$ cat config.mk
export PLATFORM = sky130hd
export DESIGN_NAME = matrix_load_sequencer
export DESIGN_NICKNAME = d
export VERILOG_FILES = /design/src/rtl/matrix_load_sequencer.sv
export SDC_FILE = /design/constraint.sdc
export NUM_CORES = 1
export LEC_CHECK = 0
export BUFFER_PORTS_ARGS = -buffer_cell sky130_fd_sc_hd__buf_2
export CORE_ASPECT_RATIO = 0.9
export CORE_MARGIN = 4
export CORE_UTILIZATION = 49
export DETAILED_ROUTE_END_ITERATION = 7
export GPL_ROUTABILITY_DRIVEN = 0
export HOLD_SLACK_MARGIN = 0.03
export PLACE_DENSITY = 0.78
export RECOVER_POWER = 100
export SETUP_SLACK_MARGIN = 0.15
export SLEW_MARGIN = 0
export SYNTH_ARGS = -nofsm -noshare
export SYNTH_HDL_FRONTEND = slang
export SYNTH_SLANG_ARGS = --single-unit
$ cat constraint.sdc
create_clock -name clk -period 2.7 [get_ports clk]
set_clock_uncertainty 0.05 [all_clocks]
set_input_delay 0.27 -clock clk [delete_from_list [all_inputs] [get_ports clk]]
set_output_delay 0.27 -clock clk [all_outputs]
set_load 0.02 [all_outputs]
$ cat src/rtl/matrix_load_sequencer.sv
// Routes MEM-stage matrix element loads into the A/B operand buffers, starts the
// matrix unit once both buffers are full, and stalls the pipeline while it computes.
module matrix_load_sequencer #(
  parameter  int DIM    = 4,
  parameter  int DATA_W = 32,
  localparam int AW     = $clog2(DIM*DIM)
) (
  input  logic              clk,
  input  logic              reset,
  input  logic              mem_load_a_en,
  input  logic              mem_load_b_en,
  input  logic [DATA_W-1:0] mem_load_data,
  input  logic              mtx_done,
  output logic              buf_a_we,
  output logic              buf_b_we,
  output logic [AW-1:0]     buf_addr,
  output logic [DATA_W-1:0] buf_wdata,
  output logic              mtx_start,
  output logic              pipe_stall,
  output logic              busy,
  output logic              seq_err
);

  localparam logic [AW-1:0] LAST = AW'(DIM*DIM-1);

  typedef enum logic [1:0] {IDLE, START, COMPUTE} state_t;

  state_t        state, state_next;
  logic [AW-1:0] cnt_a, cnt_b;
  logic          a_full, b_full;
  logic          load_a, load_b, err_set, clear;

  always_ff @(posedge clk or posedge reset) begin
    if (reset) state <= IDLE;
    else       state <= state_next;
  end

  always_comb begin
    state_next = state;
    load_a     = 1'b0;
    load_b     = 1'b0;
    err_set    = 1'b0;
    clear      = 1'b0;
    case (state)
      IDLE: begin
        if (a_full && b_full) state_next = START;
        if (mem_load_a_en && mem_load_b_en) begin
          err_set = 1'b1;
        end else if (mem_load_a_en) begin
          if (a_full) err_set = 1'b1;
          else        load_a  = 1'b1;
        end else if (mem_load_b_en) begin
          if (b_full) err_set = 1'b1;
          else        load_b  = 1'b1;
        end
      end
      START: state_next = COMPUTE;
      COMPUTE: begin
        if (mtx_done) begin
          state_next = IDLE;
          clear      = 1'b1;
        end
      end
      default: state_next = IDLE;
    endcase
  end

  // Loads seen outside IDLE are frozen in EX/MEM and retried once back in IDLE.
  assign pipe_stall = (state != IDLE) && (mem_load_a_en || mem_load_b_en);

  // Start and busy are registered from the next state so they line up with it.
  always_ff @(posedge clk or posedge reset) begin
    if (reset) begin
      buf_a_we  <= 1'b0;
      buf_b_we  <= 1'b0;
      buf_addr  <= '0;
      buf_wdata <= '0;
      mtx_start <= 1'b0;
      busy      <= 1'b0;
      seq_err   <= 1'b0;
      cnt_a     <= '0;
      cnt_b     <= '0;
      a_full    <= 1'b0;
      b_full    <= 1'b0;
    end else begin
      buf_a_we  <= load_a;
      buf_b_we  <= load_b;
      mtx_start <= (state_next == START);
      busy      <= (state_next != IDLE);
      if (err_set) seq_err <= 1'b1;
      if (load_a) begin
        buf_addr  <= cnt_a;
        buf_wdata <= mem_load_data;
        if (cnt_a == LAST) begin
          cnt_a  <= '0;
          a_full <= 1'b1;
        end else begin
          cnt_a <= cnt_a + 1'b1;
        end
      end
      if (load_b) begin
        buf_addr  <= cnt_b;
        buf_wdata <= mem_load_data;
        if (cnt_b == LAST) begin
          cnt_b  <= '0;
          b_full <= 1'b1;
        end else begin
          cnt_b <= cnt_b + 1'b1;
        end
      end
      if (clear) begin
        cnt_a  <= '0;
        cnt_b  <= '0;
        a_full <= 1'b0;
        b_full <= 1'b0;
      end
    end
  end

endmodule

Yosys cells after proc, flatten, opt, wreduce, memory -nomap -nowiden
Index checks and enable logic that the tools add are counted.

storage, ports and cells
  bits in registers = 53
  bits of input ports = 37
  output and inout bits = 42

operators by class
  add/subtract/negate cells = 2
  equal/unequal tests = 5
  multiplexer cells = 36
  reduce and logical (&&, ||, !) cells = 14

operator list
  cell                                            number
  two-way mux 32 bit                              2
  two-way mux 4 bit                               8
  two-way mux 1 bit                               23
  nonzero test 2 bit                              7
  adder 4 x 1 -> 4 bit (second input constant)    2
  == test 4 bit (second input constant)           2
  case mux 2 bit (3 select lines)                 1
  == test 2 x 1 -> 1 bit (second input constant)  2
  two-way mux 2 bit                               2
  AND reduction 2 bit                             2
  logical AND 1 bit                               3
  == test 2 bit (second input constant)           1
  zero test 2 bit                                 1
  logical OR 1 bit                                1

Depth between registers and ports, before layout
  depth after elaboration = 7
  mapped depth = 5

Worst setup path before layout
OpenSTA, ideal clock, no wires.

  path kind = register to register
  start point = register a_full
  end point = register buf_wdata[10]
  arrival = 1.679 ns
  slack = 0.846 ns
  stages on the path, launching flop included = 5
  path buffers = 1
  period minus slack after synthesis = 1.854 ns
  cell sequence = dfrtp_1 > or3b_2 > a21oi_4 > buf_6 > mux2_2

between the ends
  cells in the longest elaborated chain, start to end = 5

RTL lines
  item                          RTL line  text
  start, declared               30        logic a_full, b_full;
  start signal, assigned        83        a_full <= 1'b0;
  start signal, assigned        96        a_full <= 1'b1;
  start signal, assigned        114       a_full <= 1'b0;
  two-way mux 1 bit             50        if (a_full) err_set = 1'b1;
  two-way mux 1 bit             49        end else if (mem_load_a_en) begin
  two-way mux 1 bit             47        if (mem_load_a_en && mem_load_b_en) begin
  two-way mux 1 bit             44        case (state)
  nonzero test 2 bit (no line)  n/a
  end signal, assigned          93        buf_wdata <= mem_load_data;
  end signal, assigned          103       buf_wdata <= mem_load_data;
  end, declared                 17        output logic [DATA_W-1:0] buf_wdata,

No other way between the ends.
A chain may end at the register's enable or synchronous reset.

Worst setup path in the final report
  start point = register b_full
  end point = register buf_wdata[11]

between the ends
  cells in the longest elaborated chain, start to end = 6
  elaborated cells between the ends (all ways) = 7

RTL lines
  item                                                             RTL line  text
  start, declared                                                  30
  start signal, assigned                                           84        b_full <= 1'b0;
  start signal, assigned                                           106       b_full <= 1'b1;
  start signal, assigned                                           115       b_full <= 1'b0;
  two-way mux 1 bit *                                              53        if (b_full) err_set = 1'b1;
  two-way mux 1 bit *                                              52        end else if (mem_load_b_en) begin
  two-way mux 1 bit *                                              49
  two-way mux 1 bit *                                              47
  two-way mux 1 bit *                                              44
  two-way mux 32 bit / nonzero test 2 bit (equally long branches)  n/a

Every way passes the cells marked *; elsewhere a longest branch is shown, timed or not.

==> flow_summary_export.csv <==
group,metric,value,unit
timing,worst_slew_pin_slew,1362,ps
synth,synth-edff-count,0,
clock_tree,clock_latency,300,ps
clock_tree,cts_tree,"yes",
min_path,min_from,"mem_load_data[1]",
timing,finalSetupViolations,0,
worst_setup_path,ff2ff_setup_slack,610,ps
clock_tree,root_buffer,"clkbuf_8",
status,status,"completed",
worst_setup_path,arrival,2240,ps
clock_tree,ctsLongestPathBuffers,2,
synth,yosys_warnings,0,
timing,hold_violations,0,
worst_setup_path,worst-path-stages,4,
drt,vias_per_cell,5.103,
drt,ant_nets,0,
worst_setup_path,path_class,"flop to flop",
placed_design,io_buffers,78,
finish,area_delta_synth_final,21.81,%
drt,route.detailed.drc,0,
worst_setup_path,critical-path-slowest-cell,"or3b_1",
synth,syn_inst,166,
worst_setup_path,setup.worst_path.start_class,"flop",
clock_tree,post_cts_buffers,0,
worst_setup_path,cpLargestDelayFamily,"simple AND/OR/NAND/NOR gates",
floorplanning,coreArea,4212,sq um
worst_setup_path,r2r_end,"buf_wdata[11]",
power_and_ir_drop,finalPower,2.770,mW
finish,layout-drive-gt1-share,32.67,%
synth,synthTopCellsByArea,"dfrtp_1 60%, mux2_2 16%, nand3_1 2.5%, nand2_1 1.7%, buf_6 1.5%",
global_routing,track_usage,16.60,%
global_routing,grt_pass1_wl,7362,microns
clock_tree,clk_pin_slew,100,ps
clock_tree,clock-sinks,53,
run,drv_cap,0,
synth,yosysMostFrequentCell,"dfrtp_1",
synth,syn-num-nets,205,
timing,rsz0062_at_grt,"false",
placed_design,pre_cts_slack,631.5,ps
timing,drv_slew,0,
floorplanning,ioPinCount,79,
synth,synthArstFlopShare,100.0,%
global_routing,antenna_found_initial,0,
power_and_ir_drop,p_per_area,1032,nW/um^2
drt,wl,4567,microns
global_routing,grt_pass1_vias,1536,
synth,syn_avg_cell_area,13.27,sq um
worst_setup_path,r2r-start,"b_full",
worst_setup_path,worstPathCellList,"or3b_1 -> a21oi_4 -> buf_4 -> mux2_2",
synth,ys_ff_latch,53,
global_routing,grt_max_degree,36,
floorplanning,row_count,22,
power_and_ir_drop,leakagePower,1.202,nW
synth,synth_cell_types,34,
floorplanning,dieWidth,78.69,microns
finish,num_antenna_cells,0,
timing,layout_min_cycle_time,2095,ps
timing,slew_headroom,9.175,%
timing,layout_worst_path_cycle_share,77.59,%
clock_tree,h-tree-depth,2,
synth,synth_top_area_share,60.19,%
worst_setup_path,critical_path.endpoint_type,"flop",
timing,timing.final.ws_setup,605.2,ps
finish,finalNetCount,289,
min_path,hp-class,"input port to flop",
clock_tree,numCtsBuffers,5,
placed_design,dp_hpwl,3452,microns
synth,ys_top_cells_by_count,"53 x dfrtp_1, 31 x mux2_2, 11 x nand3_1",
floorplanning,die_h,71.62,microns
power_and_ir_drop,ir_worst_vdd,0.6318,mV
floorplanning,die_area,5635,sq um
worst_setup_path,cp.required,2840,ps
synth,synth_flop_cell,"dfrtp_1",
worst_setup_path,critical_path_buf_inv_count,1,
worst_setup_path,crit_fanout,35,
floorplanning,initial_core_util,52.32,%
drt,drt_iter0_markers,89,
drt,via_count,1587,
global_routing,gr-total-overflow,0,
synth,synth_largest_area_cell,"dfrtp_1",
worst_setup_path,r2r_cells,4,
worst_setup_path,crit_end,"buf_wdata[11]",
synth,syn_area,2203,sq um
drt,firstDrtPassIters,4,
clock_tree,cts_resized,0,
timing,fin_setup_tns,0,ps
timing,fmax,477.4,MHz
synth,synth-seq-area-share,60.19,%
clock_tree,ctsHoldBuffers,1,
worst_setup_path,timing.critical_path.from,"b_full",
drt,routedWlPerCell,14.68,microns
worst_setup_path,max_stage_delay,510,ps
==> cell usage in the layout (no fill, tap or decap), types with 2 or more instances in the layout <==
| cell type | count |
|---|---|
| nand3_1 | 11 |
| dfrtp_1 | 53 |
| o221a_2 | 3 |
| a31oi_1 | 2 |
| mux2_2 | 31 |
| clkbuf_1 | 47 |
| inv_1 | 3 |
| or2_2 | 2 |
| buf_2 | 35 |
| and3_1 | 2 |
| clkbuf_8 | 5 |
| nor4b_1 | 2 |
| o21ai_0 | 6 |
| ha_1 | 2 |
| o22ai_1 | 2 |
| mux2i_1 | 3 |
| a21oi_1 | 5 |
| or3_1 | 2 |
| nor2_1 | 5 |
| nand2_1 | 10 |
==> state kept, by name, summed over array words and instances (netlist names) <==
register,count
seq_err,1
cnt_b,4
buf_a_we,1
state,2
b_full,1
busy,1
a_full,1
mtx_start,1
cnt_a,4
buf_b_we,1
buf_wdata,32
buf_addr,4
==> how the worst min path moves through the flow <==
| stage | cells after the start | end | slack [ps] |
|---|---|---|---|
| floorplan | 1 | buf_wdata[6] | 350 |
| global placement | 3 | buf_wdata[7] | 300 |
| detailed placement | 3 | buf_wdata[13] | 300 |
| CTS | 2 | buf_wdata[10] | 140 |
| global route | 2 | buf_wdata[2] | 130 |
| finish | 2 | buf_wdata[1] | 140 |
==> layout make-up <==
cell class	instances	area, sq um
fill	364	1528
multi-input combinational	103	815.8
clock inverter	2	13.76
inverter	4	15.01
clock buffer	6	72.57
tap	60	75.07
timing repair buffer	83	365.4
sequential	53	1326
==> layer usage <==
layer  GRT usage (%)  wire length (microns)  vias up
li1                -                      -      768
met1           22.12                   2033      755
met2           26.96                   2171       55
met3           3.518                    294        9
met4           6.019                     67        0
met5               0                      0        -
==> cell families after synthesis <==
family                   Yosys count  synth area share, %
AND/OR/NAND/NOR                   44                11.13
adder cells (fa/ha/maj)            2                1.136
AO/OA/AOI/OAI                     22                7.042
buffers and inverters             10                2.782
multiplexers                      35                17.72
flip-flops                        53                60.19
==> power breakdown <==
group	switching, mW	internal, mW
combinational	0.621	0.415
clock	0.255	0.185
sequential	0.214	1.08
total	1.09	1.68
==> stage by stage <==
step                util [%]  cells  hold slack [ps]  instance area (sq um)
finish                 63.73    311            141.4                   2684
floorplan                  -    166            354.7                   2203
detailed placement     62.98    302            303.5                   2653
global placement       62.98    302            300.7                   2653
CTS                    65.27    311            135.2                   2749
global route           63.73    311            128.2                   2684
Power figures use the tool's default switching activity.
